File: src/rtl/matmul_result_drain_if.sv
// rtl/matmul_result_drain_if.sv - start/capture and result-stream bundle for matmul_result_drain
interface matmul_result_drain_if #(
  parameter int BUS_WIDTH = 64,
  parameter int N = 4,
  parameter int M = 1
);
  localparam int NM = N * M;
  localparam int RW = (N > 1) ? $clog2(N) : 1;
  localparam int CW = (M > 1) ? $clog2(M) : 1;

  logic                    start_i;
  logic [NM*BUS_WIDTH-1:0] c_flat_i;
  logic                    busy_o;
  logic                    out_valid_o;
  logic                    out_ready_i;
  logic [BUS_WIDTH-1:0]    out_data_o;
  logic [RW-1:0]           out_row_o;
  logic [CW-1:0]           out_col_o;
  logic                    out_last_o;
  logic                    done_o;
  logic                    ovf_o;

  // Drain side: takes the matrix and the consumer ready, produces the stream.
  modport slave (
    input  start_i, c_flat_i, out_ready_i,
    output busy_o, out_valid_o, out_data_o, out_row_o, out_col_o, out_last_o, done_o, ovf_o
  );

  // Environment side: calculation core plus result consumer.
  modport master (
    output start_i, c_flat_i, out_ready_i,
    input  busy_o, out_valid_o, out_data_o, out_row_o, out_col_o, out_last_o, done_o, ovf_o
  );
endinterface

File: src/rtl/matmul_result_drain.sv
// rtl/matmul_result_drain.sv - captures result matrix C and streams it row-major; optional MATMUL_DRAIN_SAT_EN clamping
module matmul_result_drain #(
  parameter int DATA_WIDTH = 32,
  parameter int BUS_WIDTH  = 64,
  parameter int N          = 4,
  parameter int M          = 1
) (
  input logic                  clk_i,
  input logic                  rst_i,
  matmul_result_drain_if.slave drain
);
  localparam int NM = N * M;
  localparam int RW = (N > 1) ? $clog2(N) : 1;
  localparam int CW = (M > 1) ? $clog2(M) : 1;
  localparam int IW = (NM > 1) ? $clog2(NM) : 1;
  localparam logic [IW-1:0] IdxLast = IW'(NM - 1);
  localparam logic [CW-1:0] ColLast = CW'(M - 1);

  if (DATA_WIDTH < 2 || DATA_WIDTH > BUS_WIDTH) begin : gBadConfig
    $error("matmul_result_drain: DATA_WIDTH must lie in 2..BUS_WIDTH");
  end

  typedef enum logic [1:0] {IDLE, SEND, DONE} stateT;

  stateT                state;
  stateT                stateNext;
  logic                 startAcc;
  logic                 xfer;
  logic                 inSend;
  logic                 inDone;
  logic [IW-1:0]        idx;
  logic [RW-1:0]        rowCnt;
  logic [CW-1:0]        colCnt;
  logic [BUS_WIDTH-1:0] buffer [NM];
  logic [BUS_WIDTH-1:0] rawElem;
  logic [BUS_WIDTH-1:0] elemOut;

  // State register; reset abandons any partial stream without a done pulse.
  always_ff @(posedge clk_i) begin
    if (rst_i) state <= IDLE;
    else       state <= stateNext;
  end

  // Next-state and handshake decode; start is only honoured from IDLE.
  always_comb begin
    stateNext = state;
    startAcc  = 1'b0;
    xfer      = 1'b0;
    inSend    = 1'b0;
    inDone    = 1'b0;
    case (state)
      IDLE: begin
        if (drain.start_i) begin
          startAcc  = 1'b1;
          stateNext = SEND;
        end
      end
      SEND: begin
        inSend = 1'b1;
        xfer   = drain.out_ready_i;
        if (xfer && idx == IdxLast) stateNext = DONE;
      end
      DONE: begin
        inDone    = 1'b1;
        stateNext = IDLE;
      end
      default: stateNext = IDLE;
    endcase
  end

  // Snapshot of C so the core is free to start its next operation.
  always_ff @(posedge clk_i) begin
    if (startAcc) begin
      for (int e = 0; e < NM; e++) buffer[e] <= drain.c_flat_i[e*BUS_WIDTH +: BUS_WIDTH];
    end
  end

  // Beat index plus row/column counters stepped together, avoiding a divider.
  always_ff @(posedge clk_i) begin
    if (rst_i || startAcc) begin
      idx    <= '0;
      rowCnt <= '0;
      colCnt <= '0;
    end else if (xfer && idx != IdxLast) begin
      idx <= idx + 1'b1;
      if (colCnt == ColLast) begin
        colCnt <= '0;
        rowCnt <= rowCnt + 1'b1;
      end else begin
        colCnt <= colCnt + 1'b1;
      end
    end
  end

  assign rawElem = buffer[idx];

`ifdef MATMUL_DRAIN_SAT_EN
  localparam logic signed [BUS_WIDTH-1:0] SatMax =
    {{(BUS_WIDTH-DATA_WIDTH+1){1'b0}}, {(DATA_WIDTH-1){1'b1}}};
  localparam logic signed [BUS_WIDTH-1:0] SatMin =
    {{(BUS_WIDTH-DATA_WIDTH+1){1'b1}}, {(DATA_WIDTH-1){1'b0}}};

  logic clamped;
  logic ovfReg;

  // Clamp the current element into the signed DATA_WIDTH range, sign-extended.
  always_comb begin
    elemOut = rawElem;
    clamped = 1'b0;
    if ($signed(rawElem) > SatMax) begin
      elemOut = SatMax;
      clamped = 1'b1;
    end else if ($signed(rawElem) < SatMin) begin
      elemOut = SatMin;
      clamped = 1'b1;
    end
  end

  // Sticky overflow: set by a transferred clamped beat, cleared by a new matrix.
  always_ff @(posedge clk_i) begin
    if (rst_i || startAcc)  ovfReg <= 1'b0;
    else if (xfer && clamped) ovfReg <= 1'b1;
  end

  assign drain.ovf_o = ovfReg;
`else
  assign elemOut     = rawElem;
  assign drain.ovf_o = 1'b0;
`endif

  assign drain.busy_o      = inSend | inDone;
  assign drain.out_valid_o = inSend;
  assign drain.done_o      = inDone;
  assign drain.out_data_o  = inSend ? elemOut : '0;
  assign drain.out_row_o   = inSend ? rowCnt : '0;
  assign drain.out_col_o   = inSend ? colCnt : '0;
  assign drain.out_last_o  = inSend && (idx == IdxLast);
endmodule

File: src/flat_wrapper.sv
// flat-port wrapper written by rule: the top's interface ports become plain ports
module matmul_result_drain_flat 
#(
  parameter int DATA_WIDTH = 32,
  parameter int BUS_WIDTH  = 64,
  parameter int N          = 4,
  parameter int M          = 1
)
  (clk_i, rst_i, drain_start_i, drain_c_flat_i, drain_out_ready_i, drain_busy_o, drain_out_valid_o, drain_out_data_o, drain_out_row_o, drain_out_col_o, drain_out_last_o, drain_done_o, drain_ovf_o);
  matmul_result_drain_if #(.BUS_WIDTH(BUS_WIDTH), .N(N), .M(M)) drain_i ();
  input logic clk_i;
  input logic rst_i;
  input wire logic [$bits(drain_i.start_i)-1:0] drain_start_i;
  input wire logic [$bits(drain_i.c_flat_i)-1:0] drain_c_flat_i;
  input wire logic [$bits(drain_i.out_ready_i)-1:0] drain_out_ready_i;
  output wire logic [$bits(drain_i.busy_o)-1:0] drain_busy_o;
  output wire logic [$bits(drain_i.out_valid_o)-1:0] drain_out_valid_o;
  output wire logic [$bits(drain_i.out_data_o)-1:0] drain_out_data_o;
  output wire logic [$bits(drain_i.out_row_o)-1:0] drain_out_row_o;
  output wire logic [$bits(drain_i.out_col_o)-1:0] drain_out_col_o;
  output wire logic [$bits(drain_i.out_last_o)-1:0] drain_out_last_o;
  output wire logic [$bits(drain_i.done_o)-1:0] drain_done_o;
  output wire logic [$bits(drain_i.ovf_o)-1:0] drain_ovf_o;
  assign drain_i.start_i = drain_start_i;
  assign drain_i.c_flat_i = drain_c_flat_i;
  assign drain_i.out_ready_i = drain_out_ready_i;
  assign drain_busy_o = drain_i.busy_o;
  assign drain_out_valid_o = drain_i.out_valid_o;
  assign drain_out_data_o = drain_i.out_data_o;
  assign drain_out_row_o = drain_i.out_row_o;
  assign drain_out_col_o = drain_i.out_col_o;
  assign drain_out_last_o = drain_i.out_last_o;
  assign drain_done_o = drain_i.done_o;
  assign drain_ovf_o = drain_i.ovf_o;
  matmul_result_drain #(.DATA_WIDTH(DATA_WIDTH), .BUS_WIDTH(BUS_WIDTH), .N(N), .M(M)) u_core (.clk_i(clk_i), .rst_i(rst_i), .drain(drain_i));
endmodule
File: config.mk
export PLATFORM = sky130hd
export DESIGN_NAME = matmul_result_drain_flat
export DESIGN_NICKNAME = d
export VERILOG_FILES = /design/src/rtl/matmul_result_drain_if.sv /design/src/rtl/matmul_result_drain.sv /design/src/flat_wrapper.sv
export SDC_FILE = /design/constraint.sdc
export NUM_CORES = 1
export LEC_CHECK = 0
export BUFFER_PORTS_ARGS = -buffer_cell sky130_fd_sc_hd__buf_2
export CAP_MARGIN = 30
export CORE_MARGIN = 5
export CORE_UTILIZATION = 53
export CTS_CLUSTER_DIAMETER = 60
export DETAILED_ROUTE_END_ITERATION = 6
export GPL_TIMING_DRIVEN = 0
export PLACE_DENSITY = 0.95
export SLEW_MARGIN = 20
export SYNTH_ARGS = -nofsm -noshare
export SYNTH_HDL_FRONTEND = slang
export SYNTH_SLANG_ARGS = --single-unit
File: constraint.sdc
create_clock -name clk_i -period 20.2 [get_ports clk_i]
set_input_delay 1.01 -clock clk_i [delete_from_list [all_inputs] [get_ports clk_i]]
set_output_delay 1.01 -clock clk_i [all_outputs]
set_load 0.1 [all_outputs]
==> flow_metrics.py, run 1 <==
metrics = {
    "outcome": {
        "status": "completed",
    },
    "power_and_ir_drop": {
        "p_leak_nw": 5.12,
        "power_density_nw_per_um2": 138,
        "vdd_drop_max_mv": 0.0923,
    },
    "final_layout": {
        "instances_no_fill": 1071,
        "syn_to_final_growth_pct": 28.8,
        "fin_nets": 1080,
        "layout-drive-gt1-share_pct": 54.0,
        "layout_commonest_cell": "buf_2",
        "seq_area_um2": 7850,
        "final_cell_mix": "335 x buf_2, 256 x edfxtp_1, 67 x and2_1",
        "nFillCells": 1158,
        "multi_input_area_um2": 2100,
        "final_design_area_no_fill_um2": 13100,
    },
    "routing": {
        "avgViaCountPerCell": 5.30,
        "drtPass1Iterations": 7,
        "wl_per_cell_um": 21.4,
        "totalWireLength_um": 22900,
        "dr_total_vias": 5679,
        "drc": 0,
        "drt_iter0_markers": 250,
        "detail-route-antenna-nets": 0,
    },
    "floorplan": {
        "io_pins": 332,
        "start_util_pct": 54.1,
        "die_h_um": 148,
        "die_w_um": 148,
        "core_um2": 18800,
        "dieArea_um2": 22000,
        "num_rows": 50,
    },
    "synth": {
        "ys_seq_area_share_pct": 77.2,
        "syn_area_um2": 10200,
        "synth_cell_type_count": 24,
        "synth_top_area_cell": "edfxtp_1",
        "ys_ff_latch": 264,
        "syn_area_per_cell_um2": 22.6,
        "syn_inst": 449,
        "synth_top_area_share_pct": 75.7,
        "synthTopCellsByArea": "edfxtp_1 76%, mux4_2 13%, and2_1 4.2%",
        "yosysWarningCount": 0,
    },
    "placement": {
        "hpwl_um": 16700,
        "placed_cell_area_um2": 12200,
        "gp_congestion": 0.754,
        "io_buffers": 329,
        "place_inst": 1018,
    },
    "clocking": {
        "tritoncts": "built",
        "path_clk_slew_ns": 0.06,
        "numCtsBuffers": 28,
        "cts_resized": 0,
        "htree_levels": 1,
        "post_cts_buffers": 0,
        "cts_hold_buffers": 0,
        "clock-root-buffer": "clkbuf_16",
        "clock-sinks": 264,
        "clk_latency_ns": 0.52,
        "clockBufferDepth": 3,
    },
    "global_route": {
        "grt_max_degree": 62,
        "first_global_vias": 6315,
        "grt_antenna_before_repair": 7,
        "grt_pass1_wl_um": 34600,
        "gr-total-overflow": 0,
        "grt.total_usage_pct": 20.5,
    },
    "sta": {
        "fin_setup_tns_ns": 0,
        "worst_slew_pin_slew_ns": 0.528,
        "fin_worst_skew_ns": 0.00516,
        "slew-limit-headroom_pct": 65.1,
        "min_period_ns": 3.82,
        "final-hold-violation-count": 0,
        "rsz0062_at_grt": "false",
        "post-route-period-util_pct": 18.9,
        "setup_viol": 0,
        "fmax_ghz": 0.262,
        "slew_violations": 0,
    },
    "run": {
        "maxCapViolCount": 0,
    },
    "worst_setup_path": {
        "cp-end-kind": "output port",
        "crit_path_end": "drain_out_data_o[54]",
        "crit_required_ns": 19.19,
        "r2r-end": "u_core.buffer[2][37]$_DFFE_PP_",
        "path_class": "reg2out",
        "critPathLaunch": "u_core.state[1]$_SDFFE_PP0P_",
        "r2r_cells": 6,
        "crit_top_cell": "clkbuf_1",
        "cp_slowest_cell": "buf_2",
        "crit_fanout": 10,
        "path_cells": "inv_1, ha_1, clkbuf_1, clkbuf_1, and2_1, buf_2",
        "worstPathArrival_ns": 2.81,
        "worstReg2RegStart": "u_core.state[1]$_SDFFE_PP0P_",
        "start_kind": "register",
        "r2r_slack_ns": 17.95,
        "cpPeakStageDelay_ns": 0.45,
    },
    "min_path": {
        "hp-class": "reg2reg",
    },
}
## state kept, by name, indices dropped and copies added, names as in the netlist, named ones only
signal / flops
u_core.buffer: 256
u_core.state: 2
u_core.idx: 2
u_core.rowCnt: 2
## where the power goes
part           internal, mW  switching, mW
Sequential            0.744         0.0300
Combinational         0.142          0.423
Clock                 0.274          0.196
## cell families after synthesis
logic type | Yosys count | share of synthesized area [%]
compound gates | 1 | 0.0492
xor+xnor | 3 | 0.259
fa+ha+maj | 6 | 0.739
buf+inv | 25 | 2.12
flops | 264 | 77.2
mux | 67 | 14.6
other cells | 1 | 0.0369
simple gates | 82 | 4.94
## routing by layer
layer  vias up  global-route usage [%]  routed length, um
met4         8                    6.47                621
met3        49                    6.52               1980
met1      2797                    23.0               7910
met5         -                       0                 46
met2       276                    37.2              12300
li1       2549                       -                  -
## metrics by stage
stage	power, mW	util [%]	hold slack (ns)	setup WS (ns)
3_3_place_gp	1.37	64.5	0.487	10.70
3_5_place_dp	1.35	65.1	0.512	16.80
6_report	1.81	69.7	0.523	16.38
5_1_grt	1.88	69.7	0.563	16.10
2_1_floorplan	1.25	-	0.465	12.69
4_1_cts	1.83	69.7	0.522	16.22
## worst min-delay path by stage
stage                                            start                            to  cells after the start
final                     u_core.state[0]$_SDFFE_PP0P_  u_core.state[0]$_SDFFE_PP0P_                      2
after global routing      u_core.state[0]$_SDFFE_PP0P_  u_core.state[0]$_SDFFE_PP0P_                      2
after CTS                 u_core.state[0]$_SDFFE_PP0P_  u_core.state[0]$_SDFFE_PP0P_                      2
after detailed placement  u_core.state[0]$_SDFFE_PP0P_  u_core.state[0]$_SDFFE_PP0P_                      2
after global placement    u_core.state[1]$_SDFFE_PP0P_  u_core.state[1]$_SDFFE_PP0P_                      2
after floorplan           u_core.state[1]$_SDFFE_PP0P_  u_core.state[1]$_SDFFE_PP0P_                      2
## critical path: cells and delay by family (launching register included)
| family | cells | cell delay, ns |
|---|---|---|
| adders and majority gates | 1 | 0.29 |
| buffers and inverters | 4 | 1.41 |
| and+or+nand+nor | 1 | 0.25 |
| DFF | 1 | 0.34 |
## area by class of cell
type	instances	area share, %
Sequential cell	264	60.0
Multi-Input combinational cell	161	16.1
Timing Repair Buffer	334	13.5
Clock buffer	34	5.69
Tap cell	234	2.24
Buffer	23	1.59
Clock inverter	16	0.879
Inverter	2	0.0574
Antenna cell	3	0.0574
## cell usage after synthesis (all sizes together)
master,number
edfxtp,256
and2,68
mux4,64
buf,15
clkbuf,8
dfxtp,8
ha,6
nor2,5
nand2b,4
mux2i,3
xor2,3
inv,2
a21oi,1
conb,1
nand2,1
nand3b,1
nand4b,1
nor2b,1
or2,1
Power figures use the tool's default switching activity.
==> run 2, diff against run 1 <==
Settings changed: CORE_UTILIZATION 53 to 51, PLACE_DENSITY 0.95 to 0.92.
Clock period 20.2 ns to 4 ns, I/O delays scaled along.
==> run 2 against run 1 <==
The run now fails in clock tree synthesis. Synthesized area unchanged. Synthesized cell count unchanged.
==> flow_metrics.py, run 2 <==
metrics = {
    "outcome": {
        "status": "aborted with a tool error",
        "stop_stage": "clock tree synthesis",
        "stop_error": "[ERROR RSZ-0060] Max buffer count reached.",
    },
    "synth": {
        "synth-edff-count": 256,
        "synthArstFlopShare_pct": 0,
        "syn_area_per_cell_um2": 22.6,
        "synth.most_common_cell": "edfxtp_1",
        "synth_ff_type": "edfxtp_1",
        "synth_top_area_share_pct": 75.7,
        "yosysWarningCount": 0,
        "synth_cell_type_count": 24,
        "syn_area_um2": 10200,
        "ys_ff_latch": 264,
        "ys_seq_area_share_pct": 77.2,
        "synthTopCellsByArea": "edfxtp_1 76%, mux4_2 13%, and2_1 4.2%",
        "synth_commonest_cells": "256 x edfxtp_1, 68 x and2_1, 60 x mux4_2",
        "syn_inst": 449,
        "synth_top_area_cell": "edfxtp_1",
    },
    "clocking": {
        "numCtsBuffers": 28,
        "cts_hold_buffers": 220,
        "cts_resized": 0,
        "clockBufferDepth": 3,
        "post_cts_buffers": 0,
        "htree_levels": 1,
        "clock-sinks": 264,
        "clock-root-buffer": "clkbuf_16",
    },
    "floorplan": {
        "io_pins": 332,
        "start_util_pct": 52.0,
        "num_rows": 51,
        "die_w_um": 151,
        "die_h_um": 151,
    },
    "placement": {
        "place_ws_ns": 1.34,
        "gp_congestion": 0.779,
        "io_buffers": 329,
        "hpwl_um": 17100,
        "placed_cell_area_um2": 12300,
    },
}
## run 2: cell counts after synthesis
No cell type changed its count.
## run 2: per-stage QoR
step,utilization [%],instances
2_1_floorplan,-,450
3_3_place_gp,62.2,1044
3_5_place_dp,62.8,1048
## run 2: cells by family after synthesis
family / after synthesis / share of synthesized area (%)
XOR/XNOR: 3 / 0.259
multiplexers: 67 / 14.6
flip-flops: 264 / 77.2
AND/OR/NAND/NOR: 82 / 4.94
other: 1 / 0.0369
buffers and inverters: 25 / 2.12
adder cells (fa/ha/maj): 6 / 0.739
AO/OA/AOI/OAI: 1 / 0.0492
==> run 3, diff against run 2 <==
Settings changed: CORE_UTILIZATION 51 to 38, CTS_CLUSTER_DIAMETER 60 to unset, PLACE_DENSITY 0.92 to unset, PLACE_DENSITY_LB_ADDON set to 0.15.
==> run 3 against run 2 <==
The run again fails in clock tree synthesis. Synthesized area unchanged. Synthesized cell count stayed put.
==> flow_metrics.py, run 3 <==
metrics = {
    "floorplan": {
        "die_w_um": 174,
        "io_pins": 332,
        "start_util_pct": 38.8,
        "die_h_um": 174,
        "num_rows": 59,
    },
    "outcome": {
        "status": "aborted with a tool error",
        "stop_error": "[ERROR RSZ-0060] Max buffer count reached.",
        "stop_stage": "clock tree synthesis",
    },
    "clocking": {
        "clock-sinks": 264,
        "cts_hold_buffers": 235,
        "htree_levels": 1,
        "numCtsBuffers": 29,
        "cts_resized": 0,
        "post_cts_buffers": 0,
        "clock-root-buffer": "clkbuf_16",
        "clockBufferDepth": 3,
    },
    "synth": {
        "synth_top_area_share_pct": 75.7,
        "synth-edff-count": 256,
        "synth_top_area_cell": "edfxtp_1",
        "ys_ff_latch": 264,
        "ys_seq_area_share_pct": 77.2,
        "yosysWarningCount": 0,
        "synthArstFlopShare_pct": 0,
        "synth_commonest_cells": "256 x edfxtp_1, 68 x and2_1, 60 x mux4_2",
        "synthTopCellsByArea": "edfxtp_1 76%, mux4_2 13%, and2_1 4.2%",
        "synth.most_common_cell": "edfxtp_1",
        "synth_cell_type_count": 24,
        "syn_area_um2": 10200,
        "syn_area_per_cell_um2": 22.6,
        "synth_ff_type": "edfxtp_1",
        "syn_inst": 449,
    },
    "placement": {
        "io_buffers": 329,
        "gp_congestion": 0.753,
        "place_inst": 1118,
        "place_ws_ns": 1.50,
        "hpwl_um": 16900,
    },
}
[run 3: cell counts after synthesis]
No cell type changed its count.
[run 3: cell families after synthesis]
family                     after synthesis  synth area share, %
xor gates and xnor gates                 3                0.259
DFF                                    264                 77.2
AOI/OAI and AO/OA                        1               0.0492
and+or+nand+nor                         82                 4.94
buffers and inverters                   25                 2.12
other                                    1               0.0369
muxes                                   67                 14.6
adders and majority gates                6                0.739
[run 3: through the flow]
stage	area [um^2]	hold WS, ns
2_1_floorplan	10200	0.299
3_3_place_gp	12200	0.376
3_5_place_dp	12300	0.378
